$ cat config.mk
export PLATFORM = sky130hd
export DESIGN_NAME = lsu_mem_ctrl
export DESIGN_NICKNAME = d
export VERILOG_FILES = /design/src/rtl/lsu_mem_ctrl.sv
export SDC_FILE = /design/constraint.sdc
export NUM_CORES = 1
export LEC_CHECK = 0
export CAP_MARGIN = 0
export CORE_MARGIN = 2
export CORE_UTILIZATION = 46
export DETAILED_ROUTE_END_ITERATION = 8
export PLACE_DENSITY_LB_ADDON = 0.2
export REMOVE_ABC_BUFFERS = 1
export SLEW_MARGIN = 15
export SYNTH_ARGS = -nofsm -noshare
export SYNTH_HDL_FRONTEND = slang
export SYNTH_SLANG_ARGS = --single-unit
$ cat constraint.sdc
create_clock -name clk -period 3.8 [get_ports clk]
set_input_delay 0.95 -clock clk [delete_from_list [all_inputs] [get_ports clk]]
set_output_delay 0.95 -clock clk [all_outputs]
set_load 0.01 [all_outputs]
$ cat src/rtl/lsu_mem_ctrl.sv
// Load/store initiator: accepts one request, checks it, drives the data RAM ports and
// returns a single response per request over a valid/ready handshake.
module lsu_mem_ctrl #(
  parameter int unsigned ADDR_LIMIT     = 4096,
  parameter bit          MISALIGN_CHECK = 1'b1
) (
  input  logic        clk,
  input  logic        rst_n,
  input  logic        req_valid,
  output logic        req_ready,
  input  logic        req_is_store,
  input  logic [2:0]  req_funct3,
  input  logic [31:0] req_base,
  input  logic [31:0] req_offset,
  input  logic [31:0] req_wdata,
  input  logic [4:0]  req_rd,
  output logic        resp_valid,
  input  logic        resp_ready,
  output logic [31:0] resp_data,
  output logic [4:0]  resp_rd,
  output logic        resp_err,
  output logic        resp_is_store,
  output logic        mem_we,
  output logic [2:0]  mem_wr_ctrl,
  output logic [31:0] mem_wr_addr,
  output logic [31:0] mem_wr_data,
  output logic [2:0]  mem_rd_ctrl,
  output logic [31:0] mem_rd_addr,
  input  logic [31:0] mem_rd_data
);

  typedef enum logic [2:0] {StIdle, StStore, StLoadIssue, StLoadWait, StResp} state_e;

  state_e      state_q, state_d;
  logic [31:0] addr;
  logic [2:0]  size;
  logic [32:0] end_addr;
  logic        illegal, misalign, out_of_range, acc_err, accept;

  logic        mem_we_q;
  logic [2:0]  wr_ctrl_q, rd_ctrl_q;
  logic [31:0] wr_addr_q, wr_data_q, rd_addr_q, resp_data_q;
  logic [4:0]  resp_rd_q;
  logic        resp_err_q, resp_is_store_q;

  always_comb begin
    addr = req_base + req_offset;
    size = 3'd1;
    illegal = 1'b1;
    case (req_funct3)
      3'b000: begin size = 3'd1; illegal = 1'b0; end
      3'b001: begin size = 3'd2; illegal = 1'b0; end
      3'b010: begin size = 3'd4; illegal = 1'b0; end
      3'b100: begin size = 3'd1; illegal = req_is_store; end
      3'b101: begin size = 3'd2; illegal = req_is_store; end
      default: begin size = 3'd1; illegal = 1'b1; end
    endcase
    misalign = MISALIGN_CHECK &&
               (((req_funct3[1:0] == 2'b01) && addr[0]) ||
                ((req_funct3[1:0] == 2'b10) && (addr[1:0] != 2'b00)));
    // 33-bit sum so an access that wraps past 2^32 still counts as out of range.
    end_addr     = {1'b0, addr} + {30'd0, size};
    out_of_range = end_addr > 33'(ADDR_LIMIT);
    acc_err      = illegal || misalign || out_of_range;
    accept       = req_valid && (state_q == StIdle);
  end

  always_ff @(posedge clk or negedge rst_n) begin
    if (!rst_n) begin
      state_q <= StIdle;
    end else begin
      state_q <= state_d;
    end
  end

  always_comb begin
    state_d = state_q;
    case (state_q)
      StIdle: begin
        if (accept) begin
          if (acc_err)           state_d = StResp;
          else if (req_is_store) state_d = StStore;
          else                   state_d = StLoadIssue;
        end
      end
      StStore:     state_d = StResp;
      StLoadIssue: state_d = StLoadWait;
      StLoadWait:  state_d = StResp;
      StResp:      if (resp_ready) state_d = StIdle;
      default:     state_d = StIdle;
    endcase
  end

  always_comb begin
    req_ready     = (state_q == StIdle);
    resp_valid    = (state_q == StResp);
    resp_data     = resp_data_q;
    resp_rd       = resp_rd_q;
    resp_err      = resp_err_q;
    resp_is_store = resp_is_store_q;
    mem_we        = mem_we_q;
    mem_wr_ctrl   = wr_ctrl_q;
    mem_wr_addr   = wr_addr_q;
    mem_wr_data   = wr_data_q;
    mem_rd_ctrl   = rd_ctrl_q;
    mem_rd_addr   = rd_addr_q;
  end

  always_ff @(posedge clk or negedge rst_n) begin
    if (!rst_n) begin
      mem_we_q        <= 1'b0;
      wr_ctrl_q       <= 3'b010;
      wr_addr_q       <= '0;
      wr_data_q       <= '0;
      rd_ctrl_q       <= 3'b010;
      rd_addr_q       <= '0;
      resp_data_q     <= '0;
      resp_rd_q       <= '0;
      resp_err_q      <= 1'b0;
      resp_is_store_q <= 1'b0;
    end else begin
      if (accept) begin
        resp_rd_q       <= req_rd;
        resp_is_store_q <= req_is_store;
        if (acc_err) begin
          resp_err_q  <= 1'b1;
          resp_data_q <= addr;
        end else begin
          resp_err_q  <= 1'b0;
          resp_data_q <= '0;
          if (req_is_store) begin
            mem_we_q  <= 1'b1;
            wr_ctrl_q <= req_funct3;
            wr_addr_q <= addr;
            wr_data_q <= req_wdata;
          end else begin
            rd_ctrl_q <= req_funct3;
            rd_addr_q <= addr;
          end
        end
      end
      if (state_q == StStore) begin
        mem_we_q <= 1'b0;
      end
      if (state_q == StLoadWait) begin
        resp_data_q <= mem_rd_data;
      end
    end
  end

endmodule

== Word level (Yosys, flattened, before mapping) ==
Cells that the tools add are included.
Operators by class
  add/sub/neg operators: 2
  $lt $le $gt $ge: 1
  equality and inequality tests: 13
  multiplexer cells: 15
  bitwise logic cells: 2
  reductions and logical operators: 20
Operators by type and width (count)
  32-bit 2-to-1 mux: 3
  32-bit by 3-bit adder with 33-bit output: 1
  33-bit by 13-bit > comparator with 1-bit output (second input constant): 1
  32-bit adder: 1
  3-bit case mux with 4 select lines: 1
  3-bit by 2-bit equality test with 1-bit output (second input constant): 3
  3-bit equality test (second input constant): 3
  3-bit 2-to-1 mux: 3
  3-bit AND reduction: 3
  2-bit nonzero test: 4
  3-bit by 1-bit equality test with 1-bit output (second input constant): 2
  3-bit logical NOT: 2
  2-bit by 1-bit inequality test with 1-bit output (second input constant): 3
  3-bit case mux with 2 select lines: 1
  2-bit OR reduction: 3
  1-bit 2-to-1 mux: 5
  1-bit logical AND: 3
  1-bit logical OR: 3
  3-bit OR reduction: 1
  2-bit by 1-bit equality test with 1-bit output (second input constant): 1
  2-bit equality test (second input constant): 1
  2-bit 2-to-1 mux: 1
  1-bit inverter: 2
  1-bit case mux with 2 select lines: 1
  2-bit AND reduction: 1
Word-level totals
  flip-flop bits (word level): 145
  input port bits: 141
  output and inout bits: 144
  logic and storage cells: 64

== Logic depth before layout (Yosys ltp) ==
Gate-level depths: netlist of run 1.
  depth after elaboration: 9
  depth in mapped cells: 18

== Worst setup path before layout of run 1 ==
OpenSTA, ideal clock, no wires.
  path kind: input-to-reg
  start: input port req_base[0]
  end: register rd_addr_q[10] (netlist: mem_rd_addr[10])
  arrival: 5.004 ns
  path slack: -1.332 ns
  stages on the path: 15
  buffers on the path: 1
  path through: ha_1 > fa_1 > a211oi_4 > o21ai_4 > and2_1 > a221oi_1 > nand2_1 > or3_4 > nor4b_2 > nand3_1 > o31ai_1 > nand2_1 > nor4_4 > buf_6 > mux2_1
Between the ends
  cells in the longest elaborated chain, start to end: 8
  elaborated cells on any way between the ends: 11
  those cells by class: add/sub (2); order compare (1); bitwise (1); reduce/logical (7)
Ends and longest elaborated chain
  start, declared: line 13  | input logic [31:0] req_base,
  32-bit adder (*): line 47  | addr = req_base + req_offset;
  branches (longest 7 deep; another with 32-bit by 3-bit adder with 33-bit output)
  end signal, assigned: line 138  | rd_addr_q <= addr;
  end, declared: line 42  | logic [31:0] wr_addr_q, wr_data_q, rd_addr_q, resp_data_q;
Mark *: on every way between the ends.
A chain may end at the register's enable or synchronous reset.

== Final worst setup path of run 1 ==
  start: input port req_base[0]
  end: register wr_data_q[30] (netlist: mem_wr_data[30])
Between the ends
  cells in the longest elaborated chain, start to end: 8
  elaborated cells on any way between the ends: 11
  those cells by class: add/sub (2); order compare (1); bitwise (1); reduce/logical (7)
Ends and longest elaborated chain
  32-bit adder (*): line 47
  branches (longest 4 deep; another with 32-bit by 3-bit adder with 33-bit output)
  1-bit logical OR (*): line 64  | acc_err = illegal || misalign || out_of_range;
  1-bit inverter (no source line) (*)
  3-bit AND reduction (no source line) (*)
  end signal, assigned: line 135  | wr_data_q <= req_wdata;
  end, declared: line 42
Marks and branches as above.

==> impl_metrics.tcl, run 1 <==
set metrics [dict create \
    finalNonFillerCells 1620 \
    pre_cts_slack_ns -1.99 \
    dieArea_um2 19600 \
    start_util_pct 47.2 \
    ys_seq_area_share_pct 42.7 \
    fin_ws_ns -1.31 \
    synth_area_um2 8500 \
    totalWireLength_um 38200 \
    ios 285 \
    required_ns 4.11 \
    ctsHoldBuffers 0 \
    skew_ns 0.0196 \
    hold_path.class "in -> async" \
    vias_per_cell 5.96 \
    outcome "finished, violations left" \
    rsz0062_at_grt "yes" \
    period_share_pct 134 \
    period_needed_ns 5.11 \
    port_buffers 284 \
    r2r-start "state_q[2]" \
    slew-limit-headroom_pct 52.4 \
    grt-ovfl-total 0 \
    reg2reg_slack_ns 1.36 \
    dp_hpwl_um 22200 \
    drive_gt1_share_pct 33.9 \
    grt_usage_pct 34.4 \
    design.core.area_um2 18000 \
    crit_path_start "req_base[0]" \
    path_clk_slew_ns 0.07 \
    avgSynthCellArea_um2 10.0 \
    die_w_um 140 \
    fin_nets 1555 \
    maxCapViolCount 0 \
    worst_slew_pin_slew_ns 0.712 \
    startpoint_type "primary input" \
    fp-row-count 49 \
    synth_async_sr_flop_share_pct 100 \
    htreeDepth 4 \
    drtIter0Drc 763 \
    yosysUniqueCellTypes 81 \
    cts.sinks 145 \
    ir_worst_vdd_mv 0.372 \
    grt_pass1_vias 9478 \
    syn_inst 847 \
    grt_max_degree 90 \
    maxSlewViolCount 0 \
    dp.cells 1531 \
    grt_pass1_wl_um 52800 \
    cts_made_buffers 17 \
    violations "negative setup slack" \
    final-hold-violation-count 0 \
    clock.fmax_mhz 196 \
    area_growth_pct 78.4 \
    ant_nets 0 \
    cts_tree "done" \
    p_leak_nw 6.94 \
    routedWlPerCell_um 23.6 \
    gp_congestion 0.910 \
    r2r_cells 7 \
    dr.pass1.iters 5 \
    post-route-util_pct 84.1 \
    power_per_cell_area_nw_per_um2 357 \
    drc 0 \
    num_antenna_cells 0 \
    antenna_found_initial 0 \
    ys.flop_type "dfrtp_1" \
    arrival_ns 5.42 \
    die_height_um 140 \
    yosys_register_bits 145 \
    clk_latency_ns 0.45 \
    synth-edff-count 0 \
    setup_viol 120 \
    worstSetupEndpointType "register" \
    cts_root_buf "clkbuf_16" \
    r2r-end "mem_wr_data[30]" \
    worstPathMaxFanout 8 \
    crit_type "in -> reg" \
    ys_warn_count 0 \
    num_vias 9661 \
    clock_path_buffers 2 \
]
[report_power, final]
part	leakage, nW	switching, mW	total (mW)	internal (mW)
Sequential	1.93	0.0897	1.75	1.66
Combinational	4.73	0.959	1.97	1.01
Clock	0.280	0.775	1.70	0.922
Total	6.94	1.82	5.41	3.59
[registers in the layout, indices dropped and copies added, names as in the netlist]
signal	cells
mem_rd_ctrl	3
mem_wr_addr	32
resp_err	1
resp_data	32
state_q	3
mem_wr_ctrl	3
mem_wr_data	32
resp_is_store	1
resp_rd	5
mem_we	1
mem_rd_addr	32
[synthesized netlist by cell type (9+ instances only)]
master    count  share of area, %
o22ai_1      27               2.0
a211oi_1      9              0.79
nor3_1       17               1.0
dfrtp_1     143                42
a21o_1       12               1.1
clkbuf_1     18              0.79
or3_1        11              0.81
mux2_2       33               4.4
xnor2_1      11               1.1
nor2_1       58               2.6
o21ai_0      26               1.5
nand2_1      62               2.7
and2_1       12              0.88
o21a_1       11              0.97
nand4_1      10              0.74
nand3_1      10              0.59
a21oi_1      65               3.8
nor2b_1      42               3.1
buf_2        16              0.94
ha_1         34               5.0
mux2_1       28               3.7
inv_1        19              0.84
and3_1       19               1.4
[cells by family after synthesis]
logic type,share of synthesized area [%]
AO/OA/AOI/OAI,19.0
XOR/XNOR,1.96
adder cells (fa/ha/maj),5.48
buffers and inverters,3.30
flip-flops,42.7
multiplexers,9.02
AND/OR/NAND/NOR,18.5
[worst max path at each step]
stage                                 end  slack (ns)  depth (start not counted)
final                     mem_wr_data[30]       -1.31                         20
after floorplan            mem_wr_ctrl[0]       -2.97                         14
after global placement     mem_wr_addr[5]       -1.89                         16
after detailed placement  mem_wr_data[30]       -1.99                         16
after CTS                  mem_rd_addr[8]       -1.17                         18
after global routing      mem_wr_data[30]       -1.43                         19
[area by class of cell]
type                       count  area [um^2]
clock inverter                15          153
tap                          229          287
fill                         981         2860
timing repair buffer         554         5280
inverter                      19         71.3
multi-input combinational    641         5320
sequential                   145         3630
clock buffer                  17          425
[critical path: stages]
cell and delay [ns]:
buf_6 0.10, ha_4 0.17, fa_2 0.42, a211oi_4 0.34
buf_4 0.18, nor3b_2 0.05, nor4b_4 0.28, buf_4 0.18
and2_1 0.16, nand2_2 0.13, or4_4 0.45, a2111oi_4 0.37
o22a_1 0.17, and4b_1 0.23, nand3_2 0.11, buf_6 0.14
nor4_4 0.20, buf_6 0.26, buf_12 0.18, mux2_2 0.36
[through the flow]
stage | instance area [um^2] | total power [mW] | TNS [ns] | hold slack [ns]
finish | 15200 | 5.41 | -140.29 | 0.469
floorplan | 8290 | 2.44 | -277.37 | 0.514
CTS | 14600 | 5.19 | -123.23 | 0.481
global route | 15200 | 5.60 | -157.81 | 0.512
detailed placement | 13100 | 3.44 | -221.46 | 0.466
global placement | 13100 | 3.41 | -212.07 | 0.456
[timing repair]
action                     CTS  global route
hold endpoints to repair     0             0
gates cloned                 8             5
setup endpoints to repair  120           120
buffers inserted            31            16
resized for setup          148            85
pin swaps                   37            33
[cells in the final DEF, fill, tap and decap left out, types with 19 or more instances in the layout]
master           netlist  routed
a21oi_1               65      57
buf_4                  6     227
buf_6                  1      23
clkbuf_16              0      21
clkdlybuf4s50_1        0     265
dfrtp_1              143     143
ha_1                  34      25
inv_1                 19      19
mux2_4                 0      50
nand2_1               62      59
nor2_1                58      56
nor2b_1               42      30
o21ai_0               26      20
o22ai_1               27      26
[routing by layer]
layer | global-route usage, % | vias to the layer above | routed length [um]
met5 | 0 | - | 0
met2 | 61.2 | 588 | 19400
met4 | 13.8 | 0 | 2100
li1 | - | 4226 | -
met3 | 6.32 | 160 | 2730
met1 | 41.1 | 4687 | 14000
Power figures use the tool's default switching activity.
==> inputs of run 2 (changes only) <==
--- a/config.mk
+++ b/config.mk
@@ -6,6 +6,7 @@
 export NUM_CORES = 1
 export LEC_CHECK = 0
 export CAP_MARGIN = 0
+export CORE_ASPECT_RATIO = 0.6
 export CORE_MARGIN = 2
 export CORE_UTILIZATION = 46
 export DETAILED_ROUTE_END_ITERATION = 8
==> run 2 against run 1 <==
Against the previous run: the run still ends with negative setup slack left; critical endpoint is now mem_wr_addr[8]; largest power group unchanged; cell count rose by 2.0%; maximum frequency down 4.5%; power rose by 3.6%; global-route usage rose by 4.6 points; combinational power rose by 7%; wire length is 8.9% higher; worst setup slack got worse by 0.24 ns; highest routed layer is now met5; sequential cell count did not move; clock power rose by 5%; clock-buffer cell count grew 1; critical path depth up 2.
==> impl_metrics.tcl, run 2 (synthesized netlist as in run 1, its figures left out) <==
set metrics [dict create \
    dieArea_um2 19600 \
    violations "negative setup slack" \
    arrival_ns 5.66 \
    worstSetupEndpointType "register" \
    pre_cts_slack_ns -2.03 \
    num_vias 10100 \
    startpoint_type "primary input" \
    nFillCells 913 \
    fin_ws_ns -1.55 \
    outcome "finished, violations left" \
    routedWlPerCell_um 25.2 \
    cts.sinks 145 \
    grt_pass1_wl_um 58400 \
    ios 285 \
    maxCapViolCount 0 \
    required_ns 4.11 \
    grt_pass1_vias 10200 \
    clock_path_buffers 2 \
    dp_hpwl_um 23200 \
    period_share_pct 141 \
    die_height_um 109 \
    path_buf_inv 8 \
    vias_per_cell 6.13 \
    critPathMaxStageDelay_ns 0.40 \
    grt_usage_pct 39.0 \
    port_buffers 284 \
    totalWireLength_um 41600 \
    layout_commonest_cell "clkdlybuf4s50_1" \
    rsz0062_at_grt "yes" \
    drive_gt1_share_pct 38.1 \
    fin_nets 1577 \
    cp_cell_sequence "buf_6 > ha_4 > fa_2 > a211oi_4 > buf_6 > buf_4 > nor3b_2 > nor4b_4 > nand4_1 > buf_4 > buf_4 > or3_1 > a211oi_2 > o221ai_1 > nand2_1 > and4b_1 > nand3_2 > nor4_4 > buf_4 > buf_12 > buf_12 > mux2_4" \
    cp_common_cell "buf_4" \
    critPathTopFamily "simple AND/OR/NAND/NOR gates" \
    hold_path.class "reg -> reg" \
    cts_tree "done" \
    period_needed_ns 5.35 \
    htreeDepth 4 \
    die_w_um 179 \
    p_total_mw 5.61 \
    cts_made_buffers 17 \
    clk_latency_ns 0.44 \
    ir_worst_vdd_mv 0.282 \
    placed_area_um2 13300 \
    setup_viol 120 \
    crit_slowest_cell "fa_2" \
    crit_type "in -> reg" \
    area_growth_pct 84.1 \
    antenna_found_initial 1 \
    layout_common_cells "clkdlybuf4s50_1 (262), buf_4 (237), dfrtp_1 (143)" \
    final_cell_area_um2 15700 \
    worst_slew_pin_slew_ns 0.956 \
    grt_max_degree 99 \
    dr.pass1.iters 7 \
    gp_congestion 0.928 \
    grt-ovfl-total 0 \
    fp-row-count 38 \
    clock.fmax_mhz 187 \
    start_util_pct 47.0 \
    maxSlewViolCount 0 \
    slew-limit-headroom_pct 36.3 \
    worstPathMaxFanout 8 \
    path_clk_slew_ns 0.07 \
    final-hold-violation-count 0 \
    drc 0 \
    cts_root_buf "clkbuf_16" \
    ant_nets 0 \
    num_antenna_cells 0 \
    power_per_cell_area_nw_per_um2 358 \
    p_leak_nw 7.08 \
    skew_ns 0.0132 \
    design.core.area_um2 18100 \
    drtIter0Drc 1089 \
]
[run 2: cell types whose count changed in the layout (fill, tap and decap cells not counted), sizes merged]
cell / change
clkdlybuf4s50: -3
dlymetal6s2s: +1
clkbuf: -3
buf: +27
inv: +1
clkinvlp: -2
clkdlybuf4s15: +1
[run 2: path summary, 6_finish.rpt]
| check | start | end | slack [ns] | depth (start not counted) |
|---|---|---|---|---|
| setup / recovery | req_offset[0] | mem_wr_addr[8] | -1.55 | 22 |
| hold / removal | resp_rd[2] | resp_rd[2] | 0.48 | 2 |
| setup reg to reg | state_q[0] | mem_wr_addr[8] | 1.09 | 8 |
| hold reg to reg | resp_rd[2] | resp_rd[2] | 0.48 | 2 |
| max in group asynchronous | rst_n | mem_rd_addr[22] | 2.19 | 2 |
| min in group asynchronous | rst_n | mem_wr_data[12] | 0.62 | 1 |
[run 2: repair_timing]
item,CTS,global route
buffers inserted,50,17
resized for setup,234,93
gates cloned,7,0
setup endpoints to repair,120,121
pin swaps,52,32
hold buffers,0,0
[run 2: per-layer routing]
metal  global-route usage (%)  part of all wire [%]  routed length, um  up-vias
li1                         -                     -                  -     4259
met1                     48.4                    39              16200     4908
met2                     62.4                    45              18900      754
met3                     12.4                    10               4260      216
met4                     19.1                   5.5               2290        2
met5                     1.00                 0.024                 10        -
[run 2: cell type report]
class                           count  area [um^2]  share of cell area (%)
Multi-Input combinational cell    641         5660                    36.2
Sequential cell                   145         3630                    23.2
Clock inverter                     14          169                    1.08
Clock buffer                       18          429                    2.74
Tap cell                          240          300                    1.92
Timing Repair Buffer              576         5390                    34.4
Inverter                           19         71.3                   0.456
[run 2: where the power goes]
| group | internal (mW) | switching [mW] | leakage [nW] | total [mW] |
|---|---|---|---|---|
| registers | 1.66 | 0.0777 | 1.93 | 1.73 |
| clock network | 0.942 | 0.835 | 0.293 | 1.78 |
| logic | 1.06 | 1.04 | 4.85 | 2.10 |
| total | 3.66 | 1.95 | 7.08 | 5.61 |
[run 2: tightest hold or removal path, cell delays in order (launching register included)]
cell and delay [ns]:
dfrtp_1 0.34, nand2_1 0.05, nand2_1 0.06
[run 2: metrics by stage]
step / util, % / TNS, ns / cells / hold slack [ns]
finish: 86.6 / -167.95 / 1653 / 0.479
global route: 86.6 / -179.39 / 1653 / 0.495
CTS: 84.7 / -123.23 / 1646 / 0.483
detailed placement: 73.5 / -230.34 / 1560 / 0.466
global placement: 73.5 / -213.18 / 1560 / 0.457
floorplan: - / -277.37 / 805 / 0.514
